==> config.mk <==
export PLATFORM = sky130hd
export DESIGN_NAME = uncached_dm_ctrl
export DESIGN_NICKNAME = d
export VERILOG_FILES = /design/src/rtl/dm_uc_pkg.sv /design/src/rtl/uc_wr_tracker.sv /design/src/rtl/uncached_dm_ctrl.sv
export SDC_FILE = /design/constraint.sdc
export NUM_CORES = 1
export LEC_CHECK = 0
export ABC_AREA = 1
export BUFFER_PORTS_ARGS = -buffer_cell sky130_fd_sc_hd__buf_4
export CAP_MARGIN = 5
export CORE_MARGIN = 2
export CORE_UTILIZATION = 42
export CTS_CLUSTER_DIAMETER = 40
export DETAILED_ROUTE_END_ITERATION = 10
export PLACE_DENSITY = 0.77
export RECOVER_POWER = 100
export SLEW_MARGIN = 25
export SYNTH_ARGS = -nofsm -noshare
export SYNTH_HDL_FRONTEND = slang
export SYNTH_SLANG_ARGS = --single-unit
==> constraint.sdc <==
create_clock -name clk -period 1.4 [get_ports clk]
set_input_delay 0.28 -clock clk [delete_from_list [all_inputs] [get_ports clk]]
set_output_delay 0.28 -clock clk [all_outputs]
set_load 0.02 [all_outputs]
==> src/rtl/dm_uc_pkg.sv <==
// Shared types for the uncached data-memory controller.
// State encoding and access-size constants.
package dm_uc_pkg;

    typedef enum logic [1:0] {
        IDLE = 2'd0,
        REQ  = 2'd1,
        WAIT = 2'd2,
        DONE = 2'd3
    } uc_state_t;

    localparam logic [1:0] SZ_BYTE = 2'd0;
    localparam logic [1:0] SZ_HALF = 2'd1;
    localparam logic [1:0] SZ_WORD = 2'd2;

endpackage

==> src/rtl/uc_wr_tracker.sv <==
// Outstanding posted-write flag: set when a store is accepted
// without its response, cleared by the next data_ok.
module uc_wr_tracker
    import dm_uc_pkg::*;
(
    input  logic clk,
    input  logic resetn,
    input  logic i_set,
    input  logic i_clr,
    output logic o_pending
);

    logic r_pending;

    always_ff @(posedge clk or negedge resetn) begin
        if (!resetn) begin
            r_pending <= 1'b0;
        end else if (i_set) begin
            r_pending <= 1'b1;
        end else if (i_clr) begin
            r_pending <= 1'b0;
        end
    end

    assign o_pending = r_pending;

endmodule

==> src/rtl/uncached_dm_ctrl.sv <==
// Uncached MEM-stage load/store controller on the SRAM-like bus.
// Optional posted stores: UNCACHED_POSTED_WRITE_EN.
module uncached_dm_ctrl
    import dm_uc_pkg::*;
#(
    parameter int ADDR_W = 32,
    parameter int DATA_W = 32
) (
    input  logic                clk,
    input  logic                resetn,
    input  logic                read,
    input  logic                write,
    input  logic                uncached,
    input  logic                cancel,
    input  logic                mem_advance,
    input  logic [ADDR_W-1:0]   addr,
    input  logic [1:0]          size,
    input  logic [DATA_W/8-1:0] wstrb,
    input  logic [DATA_W-1:0]   wdata,
    output logic                data_sram_req,
    output logic                data_sram_wr,
    output logic [1:0]          data_sram_size,
    output logic [ADDR_W-1:0]   data_sram_addr,
    output logic [DATA_W/8-1:0] data_sram_wstrb,
    output logic [DATA_W-1:0]   data_sram_wdata,
    input  logic                data_sram_addr_ok,
    input  logic                data_sram_data_ok,
    input  logic [DATA_W-1:0]   data_sram_rdata,
    output logic                uc_data_ok,
    output logic [DATA_W-1:0]   uc_rdata,
    output logic                uc_busy
);

`ifdef UNCACHED_POSTED_WRITE_EN
    localparam bit POSTED = 1'b1;
`else
    localparam bit POSTED = 1'b0;
`endif

    uc_state_t             r_state;
    uc_state_t             w_state_nxt;
    logic                  r_kill;
    logic                  r_wr;
    logic [1:0]            r_size;
    logic [ADDR_W-1:0]     r_addr;
    logic [DATA_W/8-1:0]   r_wstrb;
    logic [DATA_W-1:0]     r_wdata;
    logic [DATA_W-1:0]     r_rdata;
    logic                  w_start;
    logic                  w_go;
    logic                  w_kill;
    logic                  w_cap;
    logic                  w_outstanding;

    assign w_start = (read | write) & uncached & ~cancel;
    // A posted store's response in this cycle frees the bus for the next access.
    assign w_go    = w_start & (~w_outstanding | data_sram_data_ok);
    assign w_kill  = r_kill | cancel;
    assign w_cap   = data_sram_data_ok &
                     ((r_state == REQ & data_sram_addr_ok) | r_state == WAIT);

`ifdef UNCACHED_POSTED_WRITE_EN
    logic w_trk_set;

    assign w_trk_set = (r_state == REQ) & data_sram_addr_ok & r_wr &
                       ~data_sram_data_ok;

    uc_wr_tracker u_trk (
        .clk       (clk),
        .resetn    (resetn),
        .i_set     (w_trk_set),
        .i_clr     (data_sram_data_ok),
        .o_pending (w_outstanding)
    );
`else
    assign w_outstanding = 1'b0;
`endif

    always_ff @(posedge clk or negedge resetn) begin
        if (!resetn) begin
            r_state <= IDLE;
        end else begin
            r_state <= w_state_nxt;
        end
    end

    always_comb begin
        w_state_nxt = r_state;
        unique case (r_state)
            IDLE: begin
                if (w_go) w_state_nxt = REQ;
            end
            REQ: begin
                if (data_sram_addr_ok) begin
                    if (data_sram_data_ok)
                        w_state_nxt = w_kill ? IDLE : DONE;
                    else if (POSTED && r_wr)
                        w_state_nxt = w_kill ? IDLE : DONE;
                    else
                        w_state_nxt = WAIT;
                end
            end
            WAIT: begin
                if (data_sram_data_ok) w_state_nxt = w_kill ? IDLE : DONE;
            end
            DONE: begin
                if (mem_advance | cancel) w_state_nxt = IDLE;
            end
            default: w_state_nxt = IDLE;
        endcase
    end

    always_ff @(posedge clk or negedge resetn) begin
        if (!resetn) begin
            r_kill <= 1'b0;
        end else if (w_state_nxt == IDLE) begin
            r_kill <= 1'b0;
        end else if (cancel && (r_state == REQ || r_state == WAIT)) begin
            r_kill <= 1'b1;
        end
    end

    always_ff @(posedge clk or negedge resetn) begin
        if (!resetn) begin
            r_wr    <= 1'b0;
            r_size  <= 2'd0;
            r_addr  <= '0;
            r_wstrb <= '0;
            r_wdata <= '0;
        end else if (r_state == IDLE && w_go) begin
            r_wr    <= write;
            r_size  <= size;
            r_addr  <= addr;
            r_wstrb <= wstrb;
            r_wdata <= wdata;
        end
    end

    always_ff @(posedge clk or negedge resetn) begin
        if (!resetn) begin
            r_rdata <= '0;
        end else if (w_cap) begin
            r_rdata <= data_sram_rdata;
        end
    end

    assign data_sram_req   = (r_state == REQ);
    assign data_sram_wr    = r_wr;
    assign data_sram_size  = r_size;
    assign data_sram_addr  = r_addr;
    assign data_sram_wstrb = r_wstrb;
    assign data_sram_wdata = r_wdata;
    assign uc_data_ok      = (r_state == DONE);
    assign uc_rdata        = r_rdata;
    assign uc_busy         = (r_state != IDLE) | w_outstanding;

endmodule

# Yosys cells after proc, flatten, opt, wreduce, memory -nomap -nowiden
# Cells that the tools add are included.
dict set report op_classes {
  n_mul 0
  eq_ne 3
  n_div 0
  n_addsub 0
  shift 0
  n_lt_le_gt_ge 0
  n_reduce_logical 7
  n_mux 9
  bitwise 9
}
# op count
set ops {}
lappend ops {{$mux W2} 6}
lappend ops {{$pmux W2 S4} 1}
lappend ops {{$and A1 B1 Y1} 4}
lappend ops {{$eq A2 B2 Y1 const B} 2}
lappend ops {{$logic_not A2 Y1} 2}
lappend ops {{$or A1 B1 Y1} 4}
lappend ops {{$reduce_bool A2 Y1} 2}
lappend ops {{$eq A2 B1 Y1 const B} 1}
lappend ops {{$logic_and A1 B1 Y1} 2}
lappend ops {{$mux W1} 2}
lappend ops {{$logic_or A1 B1 Y1} 1}
lappend ops {{$not A1 Y1} 1}
dict set report totals {
  reg_bits 106
  latchBits 0
  n_memories 0
  rom_bits 0
  ram_bits 0
}

# Logic depth before layout (Yosys ltp)
dict set report depth {
  word_depth 7
  mapped_depth 8
  ltp_nobuf 8
}

# Worst setup path before layout
# No wires, ideal clock.
dict set report synth_timing {
  path_kind {flip-flop to flip-flop}
  from {register r_state[1]}
  to {register r_rdata[10] (netlist: uc_rdata[10])}
  t_arrival_ns 1.610
  setup_slack_ns -0.335
  path_stages_with_launch 8
  required_time_ns 1.275
  synth_period_minus_slack_ns 1.735
  cell_sequence {dfrtp_1 > inv_1 > ha_1 > inv_1 > o21ai_2 > nand2_4 > buf_12 > mux2_4}
}
dict set report synth_via {
  elab_chain_len 4
}
# element line_no
set synth_rtl {}
lappend synth_rtl {{from (decl)} uncached_dm_ctrl.sv:40} ;# uc_state_t r_state;
lappend synth_rtl {{from (signal assigned)} uncached_dm_ctrl.sv:83} ;# r_state <= w_state_nxt;
lappend synth_rtl {{$eq A2 B1 Y1} n/a}
lappend synth_rtl {{via data_sram_req} uncached_dm_ctrl.sv:20} ;# output logic data_sram_req,
lappend synth_rtl {{$and A1 B1 Y1} uncached_dm_ctrl.sv:60} ;# ((r_state == REQ & data_sram_addr_ok) | r_state == WAIT);
lappend synth_rtl {{$or A1 B1 Y1} uncached_dm_ctrl.sv:60}
lappend synth_rtl {{$and A1 B1 Y1} uncached_dm_ctrl.sv:59} ;# assign w_cap = data_sram_data_ok &
lappend synth_rtl {{to (signal assigned)} uncached_dm_ctrl.sv:143} ;# r_rdata <= data_sram_rdata;
lappend synth_rtl {{to (decl)} uncached_dm_ctrl.sv:48} ;# logic [DATA_W-1:0] r_rdata;
# The timed path passes the listed nets, and every way through them passes these cells.
# A chain may end at the register's enable or synchronous reset.

# Worst setup path after layout
dict set report layout_timing {
  from {register r_state[0]}
  to {output port uc_busy}
}
dict set report layout_via {
  elab_chain_len 1
}
# element line_no
set layout_rtl {}
lappend layout_rtl {{$reduce_bool A2 Y1} uncached_dm_ctrl.sv:155} ;# assign uc_busy = (r_state != IDLE) | w_outstanding;
lappend layout_rtl {{to (decl)} uncached_dm_ctrl.sv:31} ;# output logic uc_busy
# No other way between the ends.

==> run summary <==
overall routed net length = 12,800 um
Yosys Warn Count = 0
worst-skew pair later-pin latency = 370 ps
Pleak = 0.00347 uW
final worst path period share = 112%
Mapped Cells = 428
DR vias = 3,955
CP endpoint kind = output pin
FF-to-FF Start = r_state[1]
final setup vio count = 107
failing checks = setup timing
cell with the most instances after synthesis = nand2_1
core box area = 10,300 um^2
Top FF cell, synth = dfrtp_1
IO Count = 217
Yosys top cell by area = dfrtp_1
top cell type's share of synthesized area = 59.8%
CTS sink cnt = 106
worst slack, placed = -138 ps
Crit. Startpoint = r_state[0]
initial antenna violation count = 0
Die Y-Extent = 107 um
Post-synth top cells = nand2_1, dfrtp_1, nand3_1, mux2_4, clkbuf_1
Area Growth Syn to Fin = 49.1%
crit path DAT = 1290 ps
status = complete, but fails checks
Initial Utilization = 43.1%
global-route wire length before repair = 18,900 um
post-route ant nets = 0
total die area = 11,400 um^2
critical path's largest stage delay = 450 ps
die width = 107 um
final worst setup slack = -172 ps
Total GRT Usage = 21.2%
Max FO, Critical Path = 3
Worst IR Drop VDD = 0.00100 V
DR DRC count = 0
syn_area_per_cell = 10.4 um^2
sequential area share after synthesis = 59.8%
worst slew pin tran = 866 ps
syn_nets = 544
IO buf count = 216
hold_sp = data_sram_rdata[31]
CP startpoint kind = register
Ant. Diodes = 0
total congestion overflow = 0
Avg Vias per Cell = 4.89
ys async rst share = 100%
RePlAce Congestion = 0.811
Power Density = 2260 nW/um^2
drt first-iter violations = 352
pin count of the biggest net entering global routing = 107
Hold Crit Class = input pin to register
Worst Path Required = 1120 ps
unrepaired setup endpoints after global routing = yes
Pre-Repair DR Iteration Count = 4
CTS tree = yes
NumNets Final = 785
Crit Path Class = register to output pin
Root Driver = clkbuf_8
Core Util, Final = 64.3%
max-cap violations = 0
max frequency = 636 MHz
Tmin final = 1570 ps
post-synth cell types = 17
FP Rows = 37
detailed placement HPWL = 8320 um
final hold vios = 0
Worst path slowest cell = dfrtp_2
clock buffer count from CTS = 9
routed length per instance = 15.8 um
Post-synth EDFFs = 0
clock skew = 10.1 ps
PnR Total Power = 14,900 uW
CP Cell Sequence = inv_2 -> buf_6 -> ha_4 -> inv_2 -> buf_6
Synth Cell Area = 4430 um^2
FILL cells = 913
synth top area cells = dfrtp_1, nand2_1, mux2_4
share of cells above drive strength 1 = 32.8%
clk buf depth = 2
post-synthesis register bit count = 106
vias in the first global route = 3,863
H-tree depth = 3
Final Max Slew Viols = 0
clock slew at reported path FFs = 100 ps
Slew HR = 42.3%
per-layer routing:
metal  track usage [%]  part of all wire [%]  vias up
met2              34.7                    50      168
met1              27.6                    41     1901
met4              9.09                   2.1        0
met3              4.01                   7.1       21
li1                  -                     -     1865
met5                 0                     0        -
cell families (layout without fill, tap and decap cells):
family                   Yosys count  after routing  synth area share, %
adder cells (fa/ha/maj)            5              5                 1.41
AND/OR/NAND/NOR                  241            242                 22.8
multiplexers                      32             32                 10.7
AO/OA/AOI/OAI                      6              6                0.762
buffers and inverters             38            282                 4.57
flip-flops                       106            106                 59.8
stage by stage:
stage / instance area (um^2) / TNS, ps / hold slack (ps) / instances
floorplan: 4470 / -4550 / -15.6 / 428
global placement: 6320 / -6180 / 392 / 774
detailed placement: 6320 / -10110 / 398 / 774
CTS: 6730 / -11010 / 116 / 797
global route: 6610 / -17320 / 121 / 809
finish: 6610 / -9780 / 134 / 809
worst paths after layout:
kind | to | slack, ps | cells past startpoint
setup / recovery | uc_busy | -170 | 5
hold / removal | uc_rdata[31] | 130 | 2
setup reg to reg | uc_rdata[18] | -150 | 7
hold reg to reg | data_sram_addr[18] | 470 | 2
max in group asynchronous | r_state[0] | 60 | 3
min in group asynchronous | data_sram_wdata[11] | 640 | 3
flip-flops by register name (all words and copies together), names as in the netlist:
name / count
data_sram_addr: 32
data_sram_wdata: 32
uc_rdata: 32
data_sram_wstrb: 4
data_sram_size: 2
r_state: 2
data_sram_wr: 1
r_kill: 1
critical path: cells and delay by family, from the launching register on:
kind	cells	cell delay, ps
buffers and inverters	4	350
adders and majority gates	1	140
DFF	1	450
final cells by class:
class | instances | area (um^2) | area share [%]
Multi-Input combinational cell | 285 | 1690 | 25.6
Sequential cell | 106 | 2650 | 40.1
Tap cell | 136 | 170 | 2.57
Clock inverter | 3 | 40.0 | 0.606
Timing Repair Buffer | 255 | 1870 | 28.2
Clock buffer | 12 | 145 | 2.20
Inverter | 12 | 45.0 | 0.681
cell usage in the layout (no fill, tap or decap), drive strengths merged:
cell type and n:
mux2 32, nor2 9, bufbuf 1, inv 12, ha 5, clkbuf 123, nand3 76, nand4 1
dlygate4sd3 1, buf 142, nand2 156, dfrtp 106, o21ai 3, a21oi 3, bufinv 1, clkinv 2
what timing repair did:
| item | CTS | global route |
|---|---|---|
| setup buffers | 4 | 4 |
| cloned | 3 | 8 |
| setup endpoints to repair | 107 | 108 |
| endpoints found under the hold margin | 18 | 0 |
| resized for setup | 21 | 12 |
| hold buffers | 1 | 0 |
| pin swaps | 3 | 2 |
power breakdown:
part / internal (uW) / total [uW] / switching (uW)
Sequential: 4530 / 5380 / 848
Combinational: 3100 / 7700 / 4590
Clock: 864 / 1870 / 1000
Power figures use the tool's default switching activity.
